**config.mk**
```make
export PLATFORM = sky130hd
export DESIGN_NAME = matmul_array_flat
export DESIGN_NICKNAME = d
export VERILOG_FILES = /design/src/rtl/matmul_pkg.sv /design/src/rtl/matmul_array_if.sv /design/src/rtl/mac_cell.sv /design/src/rtl/matmul_array.sv /design/src/flat_wrapper.sv
export SDC_FILE = /design/constraint.sdc
export NUM_CORES = 1
export LEC_CHECK = 0
export BUFFER_PORTS_ARGS = -buffer_cell sky130_fd_sc_hd__buf_2
export CAP_MARGIN = 20
export CORE_MARGIN = 2
export CORE_UTILIZATION = 55
export CTS_CLUSTER_DIAMETER = 30
export DETAILED_ROUTE_END_ITERATION = 8
export PLACE_DENSITY_LB_ADDON = 0.05
export SETUP_SLACK_MARGIN = 0.02
export SLEW_MARGIN = 25
export SYNTH_ARGS = -nofsm -noshare
export SYNTH_HDL_FRONTEND = slang
export SYNTH_HIERARCHICAL = 1
export SYNTH_SLANG_ARGS = --single-unit
```
**constraint.sdc**
```tcl
create_clock -name clk -period 4.8 [get_ports clk]
set_input_delay 0.24 -clock clk [delete_from_list [all_inputs] [get_ports clk]]
set_output_delay 0.24 -clock clk [all_outputs]
set_load 0.005 [all_outputs]
```
**src/rtl/matmul_pkg.sv**
```systemverilog
// Shared definitions for the matmul_array slice.
//   state_t  : FSM encoding (IDLE / ACCUM / DRAIN)
//   acc_w    : accumulator/result width for a given operand width and max beat count
//   k_w      : width of the k_len field
//   idx_w    : width of a row/column index for an N-wide array
package matmul_pkg;

    typedef enum logic [1:0] {
        ST_IDLE  = 2'd0,
        ST_ACCUM = 2'd1,
        ST_DRAIN = 2'd2
    } state_t;

    // Sum of k_max products of two dw-bit values never exceeds this width.
    function automatic int acc_w(input int dw, input int k_max);
        return (32'sd2 * dw) + $clog2(k_max);
    endfunction

    function automatic int k_w(input int k_max);
        return $clog2(k_max + 32'sd1);
    endfunction

    // An index needs at least one bit even for a 1x1 array.
    function automatic int idx_w(input int n);
        return (n > 32'sd1) ? $clog2(n) : 32'sd1;
    endfunction

endpackage

```
**src/rtl/matmul_array_if.sv**
```systemverilog
// Job / beat / result bundle of matmul_array.
//   slave  : the array side (accepts beats, produces results)
//   master : the driver side (issues jobs, supplies beats, sinks results)
// Signals: start, k_len, in_valid, in_ready, w_data, x_data,
//          out_valid, out_ready, out_data, out_row, out_col, out_last, busy.
interface matmul_array_if
    import matmul_pkg::*;
#(
    parameter int N     = 3,
    parameter int DW    = 4,
    parameter int K_MAX = 3
);
    localparam int KW   = k_w(K_MAX);
    localparam int ACCW = acc_w(DW, K_MAX);
    localparam int IW   = idx_w(N);

    logic            start;
    logic [KW-1:0]   k_len;
    logic            in_valid;
    logic            in_ready;
    logic [N*DW-1:0] w_data;
    logic [N*DW-1:0] x_data;
    logic            out_valid;
    logic            out_ready;
    logic [ACCW-1:0] out_data;
    logic [IW-1:0]   out_row;
    logic [IW-1:0]   out_col;
    logic            out_last;
    logic            busy;

    modport slave (
        input  start, k_len, in_valid, w_data, x_data, out_ready,
        output in_ready, out_valid, out_data, out_row, out_col, out_last, busy
    );

    modport master (
        output start, k_len, in_valid, w_data, x_data, out_ready,
        input  in_ready, out_valid, out_data, out_row, out_col, out_last, busy
    );

endinterface

```
**src/rtl/mac_cell.sv**
```systemverilog
// One multiply-accumulate cell of the output-stationary grid.
// Ports:
//   clk  : rising-edge clock
//   clr  : synchronous clear of the accumulator (wins over en)
//   en   : add w*x into the accumulator this edge
//   w, x : DW-bit operands
//   acc  : ACCW-bit accumulated value
// Build option: MATMUL_ARRAY_SIGNED_EN selects two's-complement operands
// with a sign-extended product; otherwise unsigned and zero-extended.
module mac_cell
    import matmul_pkg::*;
#(
    parameter int DW   = 4,
    parameter int ACCW = 10
) (
    input  logic            clk,
    input  logic            clr,
    input  logic            en,
    input  logic [DW-1:0]   w,
    input  logic [DW-1:0]   x,
    output logic [ACCW-1:0] acc
);

    logic [ACCW-1:0] acc_r;

`ifdef MATMUL_ARRAY_SIGNED_EN
    logic signed [2*DW-1:0] prod_s;
    logic signed [ACCW-1:0] prod_ext_s;
    // Operands are widened as signed values so the product keeps its sign.
    assign prod_s     = (2*DW)'($signed(w)) * (2*DW)'($signed(x));
    assign prod_ext_s = ACCW'(prod_s);
`else
    logic [2*DW-1:0] prod_s;
    logic [ACCW-1:0] prod_ext_s;
    assign prod_s     = (2*DW)'(w) * (2*DW)'(x);
    assign prod_ext_s = ACCW'(prod_s);
`endif

    // Accumulator register: clear, accumulate, or hold.
    always_ff @(posedge clk) begin
        if (clr) begin
            acc_r <= '0;
        end else if (en) begin
            acc_r <= acc_r + prod_ext_s;
        end else begin
            acc_r <= acc_r;
        end
    end

    assign acc = acc_r;

endmodule

```
**src/rtl/matmul_array.sv**
```systemverilog
// NxN output-stationary matrix multiplier, C = W * X with K beats per job.
// Each accepted beat carries column k of W and row k of X; every cell (i,j)
// adds w[i]*x[j]. After the last beat the NxN results stream out row-major.
// Ports:
//   clk   : rising-edge clock
//   clear : synchronous active-high reset, overrides everything
//   bus   : matmul_array_if.slave (job control, beat input, result output)
// Build option: MATMUL_ARRAY_SIGNED_EN (signed operands/results, see mac_cell).
module matmul_array
    import matmul_pkg::*;
#(
    parameter int N     = 3,
    parameter int DW    = 4,
    parameter int K_MAX = 3
) (
    input  logic           clk,
    input  logic           clear,
    matmul_array_if.slave  bus
);

    localparam int KW   = k_w(K_MAX);
    localparam int ACCW = acc_w(DW, K_MAX);
    localparam int IW   = idx_w(N);

    state_t          state_r;
    state_t          state_nx;
    logic [KW-1:0]   k_lat_r;
    logic [KW-1:0]   beat_cnt_r;
    logic [KW-1:0]   k_eff_s;
    logic [IW-1:0]   row_r;
    logic [IW-1:0]   col_r;
    logic            start_s;
    logic            beat_s;
    logic            xfer_s;
    logic            last_s;
    logic            acc_clr_s;
    logic [ACCW-1:0] acc_s [N][N];

    // Requested beat count forced into 1..K_MAX.
    always_comb begin
        k_eff_s = bus.k_len;
        if (bus.k_len == '0) begin
            k_eff_s = KW'(1'b1);
        end else if (bus.k_len > KW'(K_MAX)) begin
            k_eff_s = KW'(K_MAX);
        end else begin
            k_eff_s = bus.k_len;
        end
    end

    // Handshake qualifiers; in_ready/out_valid are pure state decodes.
    always_comb begin
        start_s   = (state_r == ST_IDLE) && bus.start;
        beat_s    = (state_r == ST_ACCUM) && bus.in_valid;
        xfer_s    = (state_r == ST_DRAIN) && bus.out_ready;
        last_s    = (row_r == IW'(N - 1)) && (col_r == IW'(N - 1));
        acc_clr_s = clear || start_s;
    end

    // Next-state logic.
    always_comb begin
        state_nx = state_r;
        case (state_r)
            ST_IDLE: begin
                if (bus.start) state_nx = ST_ACCUM;
                else           state_nx = ST_IDLE;
            end
            ST_ACCUM: begin
                if (beat_s && (beat_cnt_r == (k_lat_r - KW'(1'b1)))) state_nx = ST_DRAIN;
                else                                                state_nx = ST_ACCUM;
            end
            ST_DRAIN: begin
                if (xfer_s && last_s) state_nx = ST_IDLE;
                else                  state_nx = ST_DRAIN;
            end
            default: state_nx = ST_IDLE;
        endcase
    end

    // State register.
    always_ff @(posedge clk) begin
        if (clear) state_r <= ST_IDLE;
        else       state_r <= state_nx;
    end

    // Latched job length and accepted-beat counter.
    always_ff @(posedge clk) begin
        if (clear) begin
            k_lat_r    <= '0;
            beat_cnt_r <= '0;
        end else if (start_s) begin
            k_lat_r    <= k_eff_s;
            beat_cnt_r <= '0;
        end else if (beat_s) begin
            beat_cnt_r <= beat_cnt_r + KW'(1'b1);
        end else begin
            beat_cnt_r <= beat_cnt_r;
        end
    end

    // Row-major drain index; wraps back to (0,0) on the final transfer.
    always_ff @(posedge clk) begin
        if (clear || start_s) begin
            row_r <= '0;
            col_r <= '0;
        end else if (xfer_s) begin
            if (col_r == IW'(N - 1)) begin
                col_r <= '0;
                row_r <= last_s ? '0 : (row_r + IW'(1'b1));
            end else begin
                col_r <= col_r + IW'(1'b1);
            end
        end else begin
            row_r <= row_r;
            col_r <= col_r;
        end
    end

    for (genvar gi = 0; gi < N; gi++) begin : g_row
        for (genvar gj = 0; gj < N; gj++) begin : g_col
            mac_cell #(
                .DW   (DW),
                .ACCW (ACCW)
            ) u_mac (
                .clk (clk),
                .clr (acc_clr_s),
                .en  (beat_s),
                .w   (bus.w_data[gi*DW +: DW]),
                .x   (bus.x_data[gj*DW +: DW]),
                .acc (acc_s[gi][gj])
            );
        end
    end

    assign bus.in_ready  = (state_r == ST_ACCUM);
    assign bus.out_valid = (state_r == ST_DRAIN);
    assign bus.busy      = (state_r != ST_IDLE);
    assign bus.out_row   = row_r;
    assign bus.out_col   = col_r;
    assign bus.out_last  = (state_r == ST_DRAIN) && last_s;

    // Result mux; held at zero outside DRAIN so nothing stale is presented.
    always_comb begin
        if (state_r == ST_DRAIN) bus.out_data = acc_s[row_r][col_r];
        else                     bus.out_data = '0;
    end

endmodule
```
**src/flat_wrapper.sv**
```systemverilog
// flat-port wrapper written by rule: the top's interface ports become plain ports
module matmul_array_flat import matmul_pkg::*;
#(
    parameter int N     = 3,
    parameter int DW    = 4,
    parameter int K_MAX = 3
)
  (clk, clear, bus_start, bus_k_len, bus_in_valid, bus_w_data, bus_x_data, bus_out_ready, bus_in_ready, bus_out_valid, bus_out_data, bus_out_row, bus_out_col, bus_out_last, bus_busy);
  matmul_array_if #(.N(N), .DW(DW), .K_MAX(K_MAX)) bus_i ();
  input  logic clk;
  input  logic clear;
  input wire logic [$bits(bus_i.start)-1:0] bus_start;
  input wire logic [$bits(bus_i.k_len)-1:0] bus_k_len;
  input wire logic [$bits(bus_i.in_valid)-1:0] bus_in_valid;
  input wire logic [$bits(bus_i.w_data)-1:0] bus_w_data;
  input wire logic [$bits(bus_i.x_data)-1:0] bus_x_data;
  input wire logic [$bits(bus_i.out_ready)-1:0] bus_out_ready;
  output wire logic [$bits(bus_i.in_ready)-1:0] bus_in_ready;
  output wire logic [$bits(bus_i.out_valid)-1:0] bus_out_valid;
  output wire logic [$bits(bus_i.out_data)-1:0] bus_out_data;
  output wire logic [$bits(bus_i.out_row)-1:0] bus_out_row;
  output wire logic [$bits(bus_i.out_col)-1:0] bus_out_col;
  output wire logic [$bits(bus_i.out_last)-1:0] bus_out_last;
  output wire logic [$bits(bus_i.busy)-1:0] bus_busy;
  assign bus_i.start = bus_start;
  assign bus_i.k_len = bus_k_len;
  assign bus_i.in_valid = bus_in_valid;
  assign bus_i.w_data = bus_w_data;
  assign bus_i.x_data = bus_x_data;
  assign bus_i.out_ready = bus_out_ready;
  assign bus_in_ready = bus_i.in_ready;
  assign bus_out_valid = bus_i.out_valid;
  assign bus_out_data = bus_i.out_data;
  assign bus_out_row = bus_i.out_row;
  assign bus_out_col = bus_i.out_col;
  assign bus_out_last = bus_i.out_last;
  assign bus_busy = bus_i.busy;
  matmul_array #(.N(N), .DW(DW), .K_MAX(K_MAX)) u_core (.clk(clk), .clear(clear), .bus(bus_i));
endmodule
```
==> results.ini <==
[yosys]
yosys.area_share.simple_pct = 17.5
ys_ff_latch = 100
muxShareOfSynthArea_pct = 7.22
synth_edf_count = 0
avgSynthCellArea_um2 = 8.88
synthArstFlopShare_pct = 0
yosysTopAreaCell = ha_1
synthesis.area_um2 = 11600
synth.net_count = 1577
synth_fa_ha_area_share_pct = 31.5
synth_xor_xnor_area_share_pct = 2.42
synth_compound_gate_area_share_pct = 16.9
synth.distinct_cells = 55
synth_top_area_share_pct = 17.5
synth_most_common_cell = inv_1
synthCells = 1303
synth_top_family_by_area = adder cells
synthFlopType = dfxtp_1
synthTopCellsByArea = ha_1 18%, dfxtp_1 17%, fa_1 14%, and2_1 5.9%, inv_1 5.6%
synth_seq_area_share_pct = 17.3
synthTopCellsByCount = 173 x inv_1, 162 x ha_1, 109 x and2_1, 100 x dfxtp_1, 93 x nor2_1
yosysWarnings = 6

[die]
die_area_um2 = 22200
core_um2 = 20800
ios = 49
start_util_pct = 55.5
rows = 53
die_h_um = 149
die_w_um = 149

[timing]
final.setup_skew_ns = 0.00861
fmax_mhz = 306
setup_viol = 0
maxSlewViolCount = 0
hold_violations = 0
finalCriticalPeriod_ns = 3.26
tightest_slew_ns = 0.931
post-route-period-util_pct = 68.0
final.setup.tns_ns = 0
rsz0062_at_grt = false
relSlewSlack_pct = 37.8

[finish]
fin_nets = 1611
final_cells = 1616
synthToLayoutAreaGrowth_pct = 7.11
drive_above_1_share_pct = 7.83
stdcell_area_um2 = 12400
insertedDiodeCount = 0

[worst_setup_path]
critical_path_buf_inv_count = 2
critPathRequiredTime_ns = 5.04
start_kind = primary input
critPathArrivalTime_ns = 3.50
cp_max_fo = 12
cpPeakStageDelay_ns = 0.54
crit_family = adder cells
cp_slowest_cell = fa_1
crit_type = primary input to flip-flop
crit_path_end_kind = flip-flop
crit_top_cell = fa_1
critical_path.cell_chain = buf_2, nand2_1, fa_1, fa_1, inv_1, fa_1, ha_1, a211oi_1, nor2_1, o21ai_0, mux2_2

[clock_tree]
insertion_delay_ns = 0.36
cts_resized = 0
cts-root-buf = clkbuf_16
clock_sinks = 100
cts_tree = done
clk_pin_slew_worst_paths_ns = 0.08
cts_made_buffers = 9
post_cts_buffers = 0
hold_buffers = 0
clock_path_buffers = 2
cts_max_level = 3

[grt]
grt_pass1_vias = 9245
grt_usage_pct = 27.4
grt_antenna_before_repair = 0
grt_max_degree = 62
overflow = 0
grt_pass1_wl_um = 47600

[drt]
drt_wl_total_um = 29100
ant_nets = 0
detail_route.vias_per_cell = 5.79
wl_met2_um = 13500
drc_errors = 0
highest_layer = met4
via_count = 9355
dr.pass1.iters = 5
met1_length_um = 13900
wl_met3_um = 1210
wl_per_cell_um = 18.0
drt_iter0_markers = 507

[pwr]
power_leakage_nw = 5.98
power_density_nw_per_um2 = 221
peakVddDrop_mv = 0.189

[status]
outcome = completed

[place]
place_congestion = 0.861
numPortBuffers = 48
dp_hpwl_um = 22500
dp.cells = 1601
placed_area_um2 = 12100

[job]
drv_cap = 0

[worst_hold_path]
hold_path.class = primary input to flip-flop

==> worst paths after layout <==
path                                          from                                    end  slack (ns)  cells past startpoint
max reg2reg                      u_core/state_r[1]  u_core/g_row[0].g_col[2].u_mac/acc[6]        2.18                      6
min                                   bus_k_len[1]                      u_core/k_lat_r[0]         0.1                      2
max                                  bus_x_data[3]  u_core/g_row[1].g_col[0].u_mac/acc[6]        1.54                     11
min reg2reg  u_core/g_row[2].g_col[1].u_mac/acc[6]  u_core/g_row[2].g_col[1].u_mac/acc[6]        0.51                      2
==> worst reg2reg max path, stage by stage (launching register included) <==
cell	delay [ns]
dfxtp_1	0.37
nor3b_1	0.55
or2_4	0.71
buf_4	0.36
o21bai_1	0.17
a21oi_1	0.06
mux2_2	0.29
==> metrics by stage <==
stage	util, %	total power [mW]	setup WS, ns	hold slack [ns]
final	59.5	2.73	1.54	0.0961
after global routing	59.5	2.94	1.35	0.102
after detailed placement	57.9	1.91	1.19	0.471
after CTS	59.5	2.75	1.57	0.0865
after floorplan	-	1.67	1.70	0.312
after global placement	57.9	1.90	1.25	0.467
==> report_power, final <==
part / internal [mW] / switching [mW] / leakage, nW / total (mW)
sequential: 0.860 / 0.0317 / 0.809 / 0.891
clock: 0.472 / 0.356 / 0.155 / 0.828
combinational: 0.418 / 0.595 / 5.01 / 1.01
==> registers in the layout, summed over array words and instances, names as in the netlist <==
name / count
u_core/bus.out_row: 2
u_core/beat_cnt_r: 2
u_core/bus.out_col: 2
u_core/state_r: 2
u_core/g_row.g_col.u_mac/acc: 90
u_core/k_lat_r: 2
==> final cells by class <==
class / instances / area [µm²]
clock buffer: 10 / 239
clock inverter: 5 / 85.1
fill: 1930 / 8430
inverter: 175 / 659
multi-input combinational: 994 / 8740
sequential: 100 / 2000
tap: 275 / 344
timing repair buffer: 57 / 320
==> routing by layer <==
layer,vias to the layer above,global-route usage (%)
met1,4562,38.3
li1,4584,-
met2,180,45.3
met5,-,0
met3,29,3.58
met4,0,6.29
==> cells by family (layout without fill, tap and decap cells) <==
| group | count (synthesis) | count (layout) |
|---|---|---|
| simple gates | 377 | 377 |
| compound gates | 266 | 266 |
| fa+ha+maj | 243 | 243 |
| buf+inv | 209 | 247 |
| flops | 100 | 100 |
| mux | 76 | 76 |
| xor+xnor | 32 | 32 |
==> layout by cell type, fill, tap and decap left out, types with 6 or more instances in the layout <==
master and n:
nand2_1 57, o2111a_1 7, nor2_1 93, mux2i_1 50, a221oi_1 12, nor3b_1 8
inv_1 172, nand3b_1 20, a211oi_1 32, and3_1 10, or3_1 12, o21a_1 7
o21bai_1 9, a21o_1 43, and2_1 109, nor2b_1 18, a211o_1 7, a22o_1 10
a221o_1 10, o311ai_0 7, mux2_2 13, o2111ai_1 7, buf_2 48, clkbuf_16 9
buf_4 8, dfxtp_1 99, a21oi_1 30, mux2_4 11, o22ai_1 6, o31ai_1 7
fa_1 81, xor2_1 6, o2bb2ai_1 11, xnor2_1 26, nand2b_1 28, nor3_1 7
nor4_1 7, ha_1 162, o21ai_0 44
Power figures use the tool's default switching activity.
